--- src/rtl/pd_bbox_lw_slave.sv ---
// pd_bbox_lw_slave: Avalon-MM responder for the double-buffered person bbox table.
// Define PD_BBOX_READBACK_EN to let the HPS read back the table; otherwise the table is write-only from the HPS side.
module pd_bbox_lw_slave #(
  parameter int MAX_BOX = 64,
  parameter int RD_LAT  = 2
) (
  input  logic                       avalon_clk_lw_clk,
  input  logic                       avalon_reset_lw_reset,
  input  logic [11:0]                pd_bbox_h2f_lw_address,
  input  logic                       pd_bbox_h2f_lw_write,
  input  logic                       pd_bbox_h2f_lw_read,
  input  logic [31:0]                pd_bbox_h2f_lw_writedata,
  input  logic [3:0]                 pd_bbox_h2f_lw_byteenable,
  input  logic [3:0]                 pd_bbox_h2f_lw_burstcount,
  input  logic                       pd_bbox_h2f_lw_begintransfer,
  input  logic                       pd_bbox_h2f_lw_beginbursttransfer,
  output logic                       pd_bbox_h2f_lw_waitrequest,
  output logic [31:0]                pd_bbox_h2f_lw_readdata,
  output logic                       pd_bbox_h2f_lw_readdatavalid,
  output logic [7:0]                 pd_bbox_frame_out,
  output logic                       bbox_update,
  output logic [$clog2(MAX_BOX):0]   bbox_count,
  input  logic [$clog2(MAX_BOX)-1:0] bbox_rd_idx,
  output logic [31:0]                bbox_rd_data
);
  localparam int IW = $clog2(MAX_BOX);
  localparam int CW = IW + 1;
  localparam int PL = RD_LAT - 1;
  localparam logic [31:0] ID = 32'h50444242;
  typedef enum logic [1:0] {IDLE, WR_BURST, RD_ISSUE, RD_DRAIN} state_t;
  state_t        r_state;
  logic [9:0]    r_addr;
  logic [3:0]    r_left;
  logic          r_wait, r_bank, r_upd;
  logic [7:0]    r_frame;
  logic [CW-1:0] r_back, r_front;
  logic [31:0]   r_ram [2*MAX_BOX];
  logic [31:0]   r_fab;
  logic [PL-1:0] r_pv;
  logic [31:0]   r_pd [PL];
  logic [3:0]    w_bc;
  logic          w_wr, w_wtbl, w_rtbl, w_commit, w_issue, w_unused;
  logic [9:0]    w_waddr;
  logic [IW-1:0] w_widx;
  logic [31:0]   w_rval, w_tval;

  assign w_unused = ^{pd_bbox_h2f_lw_begintransfer, pd_bbox_h2f_lw_beginbursttransfer, pd_bbox_h2f_lw_address[1:0]};

  always_comb begin
    w_bc = pd_bbox_h2f_lw_burstcount == 4'd0 ? 4'd1 : pd_bbox_h2f_lw_burstcount > 4'd8 ? 4'd8 : pd_bbox_h2f_lw_burstcount;
    w_wr = pd_bbox_h2f_lw_write && (r_state == IDLE || r_state == WR_BURST);
    w_waddr = r_state == IDLE ? pd_bbox_h2f_lw_address[11:2] : r_addr;
    w_wtbl = w_waddr >= 10'd64 && w_waddr < 10'(64 + MAX_BOX);
    w_rtbl = r_addr >= 10'd64 && r_addr < 10'(64 + MAX_BOX);
    w_widx = IW'(w_waddr - 10'd64);
    w_commit = w_wr && w_waddr == 10'd0 && pd_bbox_h2f_lw_byteenable[0] && pd_bbox_h2f_lw_writedata[0];
    w_issue = r_state == RD_ISSUE;
`ifdef PD_BBOX_READBACK_EN
    w_tval = r_ram[{~r_bank, IW'(r_addr - 10'd64)}];
`else
    w_tval = '0;
`endif
    w_rval = r_addr == 10'd0 ? {r_frame, 1'b0, 7'(r_back), 9'd0, 7'(r_front)} :
             r_addr == 10'd1 ? 32'(r_back) :
             r_addr == 10'd2 ? ID :
             w_rtbl ? w_tval : '0;
  end

  always_ff @(posedge avalon_clk_lw_clk) begin
    if (avalon_reset_lw_reset) begin
      r_state <= IDLE;
      r_wait <= 1'b0;
      r_addr <= '0;
      r_left <= '0;
    end else begin
      case (r_state)
        IDLE: if (pd_bbox_h2f_lw_write) begin
          r_addr <= pd_bbox_h2f_lw_address[11:2] + 10'd1;
          r_left <= w_bc - 4'd1;
          r_state <= w_bc > 4'd1 ? WR_BURST : IDLE;
        end else if (pd_bbox_h2f_lw_read) begin
          r_addr <= pd_bbox_h2f_lw_address[11:2];
          r_left <= w_bc;
          r_state <= RD_ISSUE;
          r_wait <= 1'b1;
        end
        WR_BURST: if (pd_bbox_h2f_lw_write) begin
          r_addr <= r_addr + 10'd1;
          r_left <= r_left - 4'd1;
          r_state <= r_left == 4'd1 ? IDLE : WR_BURST;
        end
        RD_ISSUE: begin
          r_addr <= r_addr + 10'd1;
          r_left <= r_left == 4'd1 ? 4'(PL) : r_left - 4'd1;
          r_state <= r_left == 4'd1 ? RD_DRAIN : RD_ISSUE;
        end
        RD_DRAIN: begin
          // r_left counts down to the cycle that presents the final beat
          r_left <= r_left - 4'd1;
          r_state <= r_left == 4'd1 ? IDLE : RD_DRAIN;
          r_wait <= r_left != 4'd1;
        end
        default: r_state <= IDLE;
      endcase
    end
  end

  always_ff @(posedge avalon_clk_lw_clk) begin
    if (avalon_reset_lw_reset) begin
      r_bank <= 1'b0;
      r_upd <= 1'b0;
      r_frame <= '0;
      r_back <= '0;
      r_front <= '0;
    end else begin
      r_upd <= w_commit;
      if (w_commit) begin
        r_bank <= ~r_bank;
        r_frame <= r_frame + 8'd1;
        r_front <= r_back;
      end
      if (w_wr && w_waddr == 10'd1 && pd_bbox_h2f_lw_byteenable[0])
        r_back <= {24'd0, pd_bbox_h2f_lw_writedata[7:0]} > MAX_BOX ? CW'(MAX_BOX) : CW'(pd_bbox_h2f_lw_writedata[7:0]);
    end
  end

  always_ff @(posedge avalon_clk_lw_clk) begin
    if (w_wr && w_wtbl)
      for (int b = 0; b < 4; b++)
        if (pd_bbox_h2f_lw_byteenable[b]) r_ram[{~r_bank, w_widx}][8*b +: 8] <= pd_bbox_h2f_lw_writedata[8*b +: 8];
  end

  always_ff @(posedge avalon_clk_lw_clk) begin
    if (avalon_reset_lw_reset) r_fab <= '0;
    else r_fab <= r_ram[{r_bank, bbox_rd_idx}];
  end

  // stage 0 captures the issued beat; further stages stretch latency up to RD_LAT
  always_ff @(posedge avalon_clk_lw_clk) begin
    if (avalon_reset_lw_reset) begin
      r_pv <= '0;
      for (int i = 0; i < PL; i++) r_pd[i] <= '0;
    end else begin
      r_pv[0] <= w_issue;
      r_pd[0] <= w_issue ? w_rval : '0;
      for (int i = 1; i < PL; i++) begin
        r_pv[i] <= r_pv[i-1];
        r_pd[i] <= r_pd[i-1];
      end
    end
  end

  assign pd_bbox_h2f_lw_waitrequest   = r_wait;
  assign pd_bbox_h2f_lw_readdata      = r_pd[PL-1];
  assign pd_bbox_h2f_lw_readdatavalid = r_pv[PL-1];
  assign pd_bbox_frame_out            = r_frame;
  assign bbox_update                  = r_upd;
  assign bbox_count                   = r_front;
  assign bbox_rd_data                 = r_fab;
endmodule

--- config.mk ---
export PLATFORM = sky130hd
export DESIGN_NAME = pd_bbox_lw_slave
export DESIGN_NICKNAME = d
export VERILOG_FILES = /design/src/rtl/pd_bbox_lw_slave.sv
export SDC_FILE = /design/constraint.sdc
export NUM_CORES = 2
export LEC_CHECK = 0
export CAP_MARGIN = 25
export CORE_UTILIZATION = 45
export DETAILED_ROUTE_END_ITERATION = 8
export MAX_ROUTING_LAYER = met4
export SETUP_SLACK_MARGIN = 0.15
export SYNTH_ARGS = -nofsm -noshare
export SYNTH_HDL_FRONTEND = slang
export SYNTH_MEMORY_MAX_BITS = 65536
export SYNTH_SLANG_ARGS = --single-unit
--- constraint.sdc ---
create_clock -name avalon_clk_lw_clk -period 5.9 [get_ports avalon_clk_lw_clk]
set_input_delay 1.18 -clock avalon_clk_lw_clk [delete_from_list [all_inputs] [get_ports avalon_clk_lw_clk]]
set_output_delay 1.18 -clock avalon_clk_lw_clk [all_outputs]
set_load 0.1 [all_outputs]
# After elaboration in Yosys (flattened, before gate mapping)
# Memory sizes are Yosys's and may differ from the RTL's. A register that Yosys moved wholly into a read port is not among the register bits.
# Cells that the tools add are included.
[word_totals]
wordCells = 100
out_inout_bits = 82
ff_bits = 42
mem_count = 2
rom_bits = 0
inputBits = 64
latchBits = 0
mem_bits_rw = 4128
[classes]
n_eq_ne = 12
n_mux = 45
n_div = 0
add_sub_neg = 6
multipliers = 0
bitwise = 1
n_reduce_logical = 19
order_cmp = 5
shift = 0
[memory_table]
columns = ["memory", "depth", "width", "rd", "rd_clocked_by_memory_dff", "wr", "line", "source"]
rows = [
  ["r_ram", 128, 32, 1, 1, 1, "37", "logic [31:0] r_ram [2*MAX_BOX];"],
  ["r_pd", 1, 32, 1, 0, 1, "40", "logic [31:0] r_pd [PL];"],
]
[ops]
columns = ["operator", "n"]
rows = [
  ["two-way mux 32 bit", 3],
  ["two-way mux 31 bit", 2],
  ["two-way mux 10 bit", 4],
  ["OR reduction 32 bit", 1],
  ["case mux 10 bit (3 select lines)", 1],
  ["two-way mux 4 bit", 6],
  ["two-way mux 1 bit", 21],
  ["adder 10 x 1 -> 10 bit (second input constant)", 2],
  ["== test 10 x 1 -> 1 bit (second input constant)", 2],
  ["logical NOT 10 bit", 2],
  ["case mux 4 bit (4 select lines)", 1],
  ["== test 10 x 2 -> 1 bit (second input constant)", 1],
  ["greater-or-equal comparator 10 x 7 -> 1 bit (second input constant)", 1],
  ["< comparator 10 x 8 -> 1 bit (second input constant)", 1],
  ["adder 8 x 1 -> 8 bit (second input constant)", 1],
  ["> comparator 8 x 7 -> 1 bit (second input constant)", 1],
  ["logical AND 1 bit", 8],
  ["two-way mux 2 bit", 4],
  ["case mux 2 bit (4 select lines)", 1],
  ["subtractor 4 x 1 -> 4 bit (second input constant)", 2],
  ["two-way mux 7 bit", 1],
  ["!= test 2 bit (second input constant)", 3],
  ["AND reduction 3 bit", 2],
  ["subtractor 6 x 1 -> 6 bit (second input constant)", 1],
  ["15 further kinds", 16],
]

# Logic depth before layout (Yosys ltp)
[depth]
depth_word = 7
depth_mapped = 11
mapped_depth_nobuf = 10

# Least setup slack after synthesis
# No wires, ideal clock.
[synth_path]
kind = "input -> register"
from = "input pd_bbox_h2f_lw_address[11]"
to = "memory r_ram[101][0], enable pin"
path_slack_ns = 2.579
t_required_ns = 5.530
path_buffers = 2
stages = 7
arrival_time_ns = 2.951
setup_ns = 0.370
cell_sequence = "nor2b_1 -> o21ai_0 -> or2_2 -> or2_2 -> clkbuf_1 -> clkbuf_1 -> nor2_1"
[synth_via]
elab_chain_cells = 6
word_cells_on_any_way = 7
cone_classes = "order compare (2); mux (3); reduce/logical (2)"
[synth_lines]
columns = ["element", "line", "source"]
rows = [
  ["start: declaration", "9", "input logic [11:0] pd_bbox_h2f_lw_address,"],
  ["two-way mux 10 bit (*)", "52", "w_waddr = r_state == IDLE ? pd_bbox_h2f_lw_address[11:2] : r_addr;"],
  ["greater-or-equal comparator 10 x 7 -> 1 bit / < comparator 10 x 8 -> 1 bit (equally long branches)", "53", "w_wtbl = w_waddr >= 10'd64 && w_waddr < 10'(64 + MAX_BOX);"],
  ["logical AND 1 bit (*)", "53", ""],
  ["logical AND 1 bit (*)", "128", "if (w_wr && w_wtbl)"],
  ["two-way mux 1 bit (*)", "128", ""],
  ["two-way mux 1 bit (implied by the code) (*)", "130", "if (pd_bbox_h2f_lw_byteenable[b]) r_ram[{~r_bank, w_widx}][8*b +: 8] <= pd_bbox_h2f_lw_writedata[8*b +: 8];"],
  ["end: declaration", "37", ""],
]
# Every way passes the cells marked *; elsewhere a longest branch is shown, timed or not.

# Worst setup path after layout
[layout_path]
from = "register r_state[1]"
to = "memory r_ram[115][4], enable pin"
[layout_via]
elab_chain_cells = 7
word_cells_on_any_way = 12
cone_classes = "add/sub (1); order compare (2); eq/ne (1); mux (3); reduce/logical (5)"
[layout_lines]
columns = ["element", "line", "source"]
rows = [
  ["start: declaration", "31", "state_t r_state;"],
  ["start signal: assignment", "80", "r_state <= w_bc > 4'd1 ? WR_BURST : IDLE;"],
  ["start signal: assignment", "90", "r_state <= r_left == 4'd1 ? IDLE : WR_BURST;"],
  ["start signal: assignment", "95", "r_state <= r_left == 4'd1 ? RD_DRAIN : RD_ISSUE;"],
  ["logical NOT 2 bit", "51, 52", ""],
  ["two-way mux 10 bit", "52", ""],
  ["greater-or-equal comparator 10 x 7 -> 1 bit / < comparator 10 x 8 -> 1 bit (equally long branches)", "53", ""],
  ["logical AND 1 bit", "53", ""],
  ["logical AND 1 bit", "128", ""],
  ["two-way mux 1 bit", "128", ""],
  ["two-way mux 1 bit (implied by the code)", "130", ""],
]
# Several ways; a longest one is shown, not always the timed one.

==> impl_metrics.csv <==
group,metric,value,unit
timing,fmax,235,MHz
clock_network,cts-buffers-inserted,426,
placed_design,place_inst,14087,
job,maxCapViolCount,0,
setup_path,arrival,4.83,ns
timing,slew_violations,0,
synthesis,synth_seq_cells,4193,
clock_network,cts_sinks,4193,
layout,layout.nets,9807,
drt,drt_iter0_markers,12041,
drt,totalWireLength,495000,um
floorplanning,core,362000,sq um
floorplanning,pin_count,146,
placed_design,dp_hpwl,328000,um
drt,detail_route.wl_per_cell,33.1,um
pwr,p_leak,62.6,nW
grt,grt_pass1_vias,87231,
floorplanning,die_w,605,um
pwr,powerDensity,336,nW/um^2
synthesis,ys_seq_area_frac,0.764,
timing,rsz0062_at_grt,"false",
timing,fin_crit_sh,0.720,
synthesis,synth_ff_type,"edfxtp_1",
synthesis,synth_edf_count,4096,
setup_path,end_kind,"flop",
timing,fin_crit,4.25,ns
floorplanning,rows,221,
pwr,max-vdd-ir-drop,286,uV
synthesis,synth_cell_types,53,
synthesis,yosys_warnings,0,
synthesis,synth.largest_area_cell,"edfxtp_1",
drt,routed_via_density,5.97,
timing,finalSetupViolations,0,
synthesis,synth_top_area_frac,0.752,
synthesis,async_flop_share,0,
clock_network,max-clock-path-buffers,4,
floorplanning,fp.dieH,605,um
drt,drtAntennaViolNets,0,
grt,globalRoute.totalOverflow,0,
timing,tns,0,ns
layout,final_cells,14971,
setup_path,start_kind,"flop",
timing,hold_viol,0,
setup_path,required,6.48,ns
clock_network,htree_levels,5,
floorplanning,die-area,366000,sq um
synthesis,syn-cell-area,164000,sq um
drt,remaining_drc_errors,39,
drt,first_pass_iters,9,
clock_network,cts_tree,"built",
clock_network,worstSkewPairLatency,1.01,ns
synthesis,synth_cells,8913,
setup_path,reg2reg_slack,1.65,ns
synthesis,synth_area_per_cell,18.3,sq um
clock_network,post-cts-setup-buffer-count,0,
grt,track_usage,0.275,
timing,slew-limit-headroom,0.197,
run_status,violations,"design-rule violations",
synthesis,ys_top_cells_by_area,"edfxtp_1 (75%), mux2i_1 (6.9%), mux4_2 (6.6%), a22oi_1 (3.0%), nor2_1 (1.6%)",
clock_network,clk_pin_slew,0.06,ns
clock_network,cts_resized,0,
placed_design,place_congestion,0.966,
grt,grt_max_degree,127,
layout,fill_cells,28484,
timing,worst_pin_slew,1.19,ns
run_status,run_status,"finished, violations left",
placed_design,io_buffers,133,
setup_path,cp_max_fo,36,
setup_path,critPathKind,"reg2reg",
worst_hold_path,min_path_type,"in2reg",
grt,antenna_found_initial,65,
clock_network,hold_buffers,0,
layout,drive_gt1_frac,0.195,
grt,grt_pass1_wl,681000,um
clock_network,cts_root_buf,"clkbuf_16",
drt,vias,89403,
floorplanning,initial_core_util,0.452,
layout,area_growth,15.8,%
timing,skew,0.0976,ns
==> flip-flops by register name, summed over array words and instances, names as in the netlist <==
signal,flops
pd_bbox_frame_out,8
r_back,7
r_state,2
pd_bbox_h2f_lw_readdatavalid,1
bbox_rd_data,32
r_left,4
r_ram,4096
r_addr,10
pd_bbox_h2f_lw_waitrequest,1
r_pd,23
bbox_count,7
bbox_update,1
r_bank,1
==> Yosys cell counts, drive strengths merged, types with 59 or more instances <==
library cell,number
nor2,701
dfxtp,97
nand3,233
o21ai,81
o211ai,59
mux4,482
buf,231
mux2i,1124
nand2,295
a22oi,654
edfxtp,4096
a21oi,210
clkbuf,321
==> cell type report <==
type	instances	area (sq um)	area share
clock buffer	531	11400	0.0602
multi-input combinational	4156	36300	0.192
clock inverter	254	2260	0.0119
inverter	19	71.3	0.000377
tap	4794	6000	0.0317
timing repair buffer	932	8130	0.0429
sequential	4193	125000	0.660
antenna	92	230	0.00122
==> routing by layer <==
layer  track usage  vias up  wire (um)
met5             -        -          0
met4         0.133        0      27000
met3        0.0760      909      52200
met2         0.412     4523     228000
met1         0.348    46324     188000
li1              -    37647          -
==> worst max-delay path, stage by stage, from the launching register on <==
cell	delay, ns
dfxtp_1	0.32
inv_1	0.12
ha_1	0.23
buf_4	0.37
a31oi_1	0.40
nor2_2	0.79
nand2_1	0.64
buf_4	0.39
nor2_1	0.64
==> through the flow <==
stage	power, mW	instance area [sq um]	worst slack [ns]	utilization	hold slack [ns]
after floorplan	35.7	164000	2.58	-	0.463
final	63.7	189000	1.65	0.523	0.468
after global placement	37.7	175000	0.624	0.484	0.487
after global routing	65.2	189000	1.59	0.523	0.453
after CTS	63.9	189000	1.75	0.522	0.511
after detailed placement	37.7	175000	0.725	0.484	0.503
==> power breakdown <==
| group | internal (mW) | switching, mW |
|---|---|---|
| logic | 1.24 | 3.10 |
| clock network | 15.2 | 11.3 |
| registers | 32.8 | 0.101 |
==> cells by family (layout without fill, tap and decap cells) <==
family | count (synthesis) | count (layout) | share of synthesized area
other cells | 1 | 100 | 0.0000229
mux | 1607 | 1607 | 0.135
flops | 4193 | 4193 | 0.764
fa+ha+maj | 15 | 15 | 0.00115
buf+inv | 571 | 1736 | 0.0150
xor+xnor | 19 | 19 | 0.00102
simple gates | 1367 | 1367 | 0.0354
compound gates | 1140 | 1140 | 0.0482
==> worst paths after layout <==
kind / start / to / cells after the start
min reg2reg: pd_bbox_frame_out[7] / r_pd[0][31] / 1
max reg2reg: r_state[1] / r_ram[115][4] / 8
min: pd_bbox_h2f_lw_writedata[2] / r_ram[58][2] / 1
max: r_state[1] / r_ram[115][4] / 8
==> cells in the final DEF (no fill, tap or decap), types with 23 or more instances in the layout <==
cell type	instances
nand3_1	232
diode_2	92
bufinv_16	34
a21oi_1	210
mux4_2	482
a41oi_1	23
dfxtp_1	97
clkdlybuf4s50_1	95
buf_4	770
o21ai_0	80
o211ai_1	59
a22oi_1	654
nor4_1	41
nor2_1	689
nand2_1	289
mux2i_1	1124
clkbuf_16	438
buf_12	51
clkbuf_1	83
edfxtp_1	4096
clkinv_1	98
o22ai_1	33
clkinv_2	84
a211oi_1	24
Note: power is estimated with default switching activity, not from simulation.
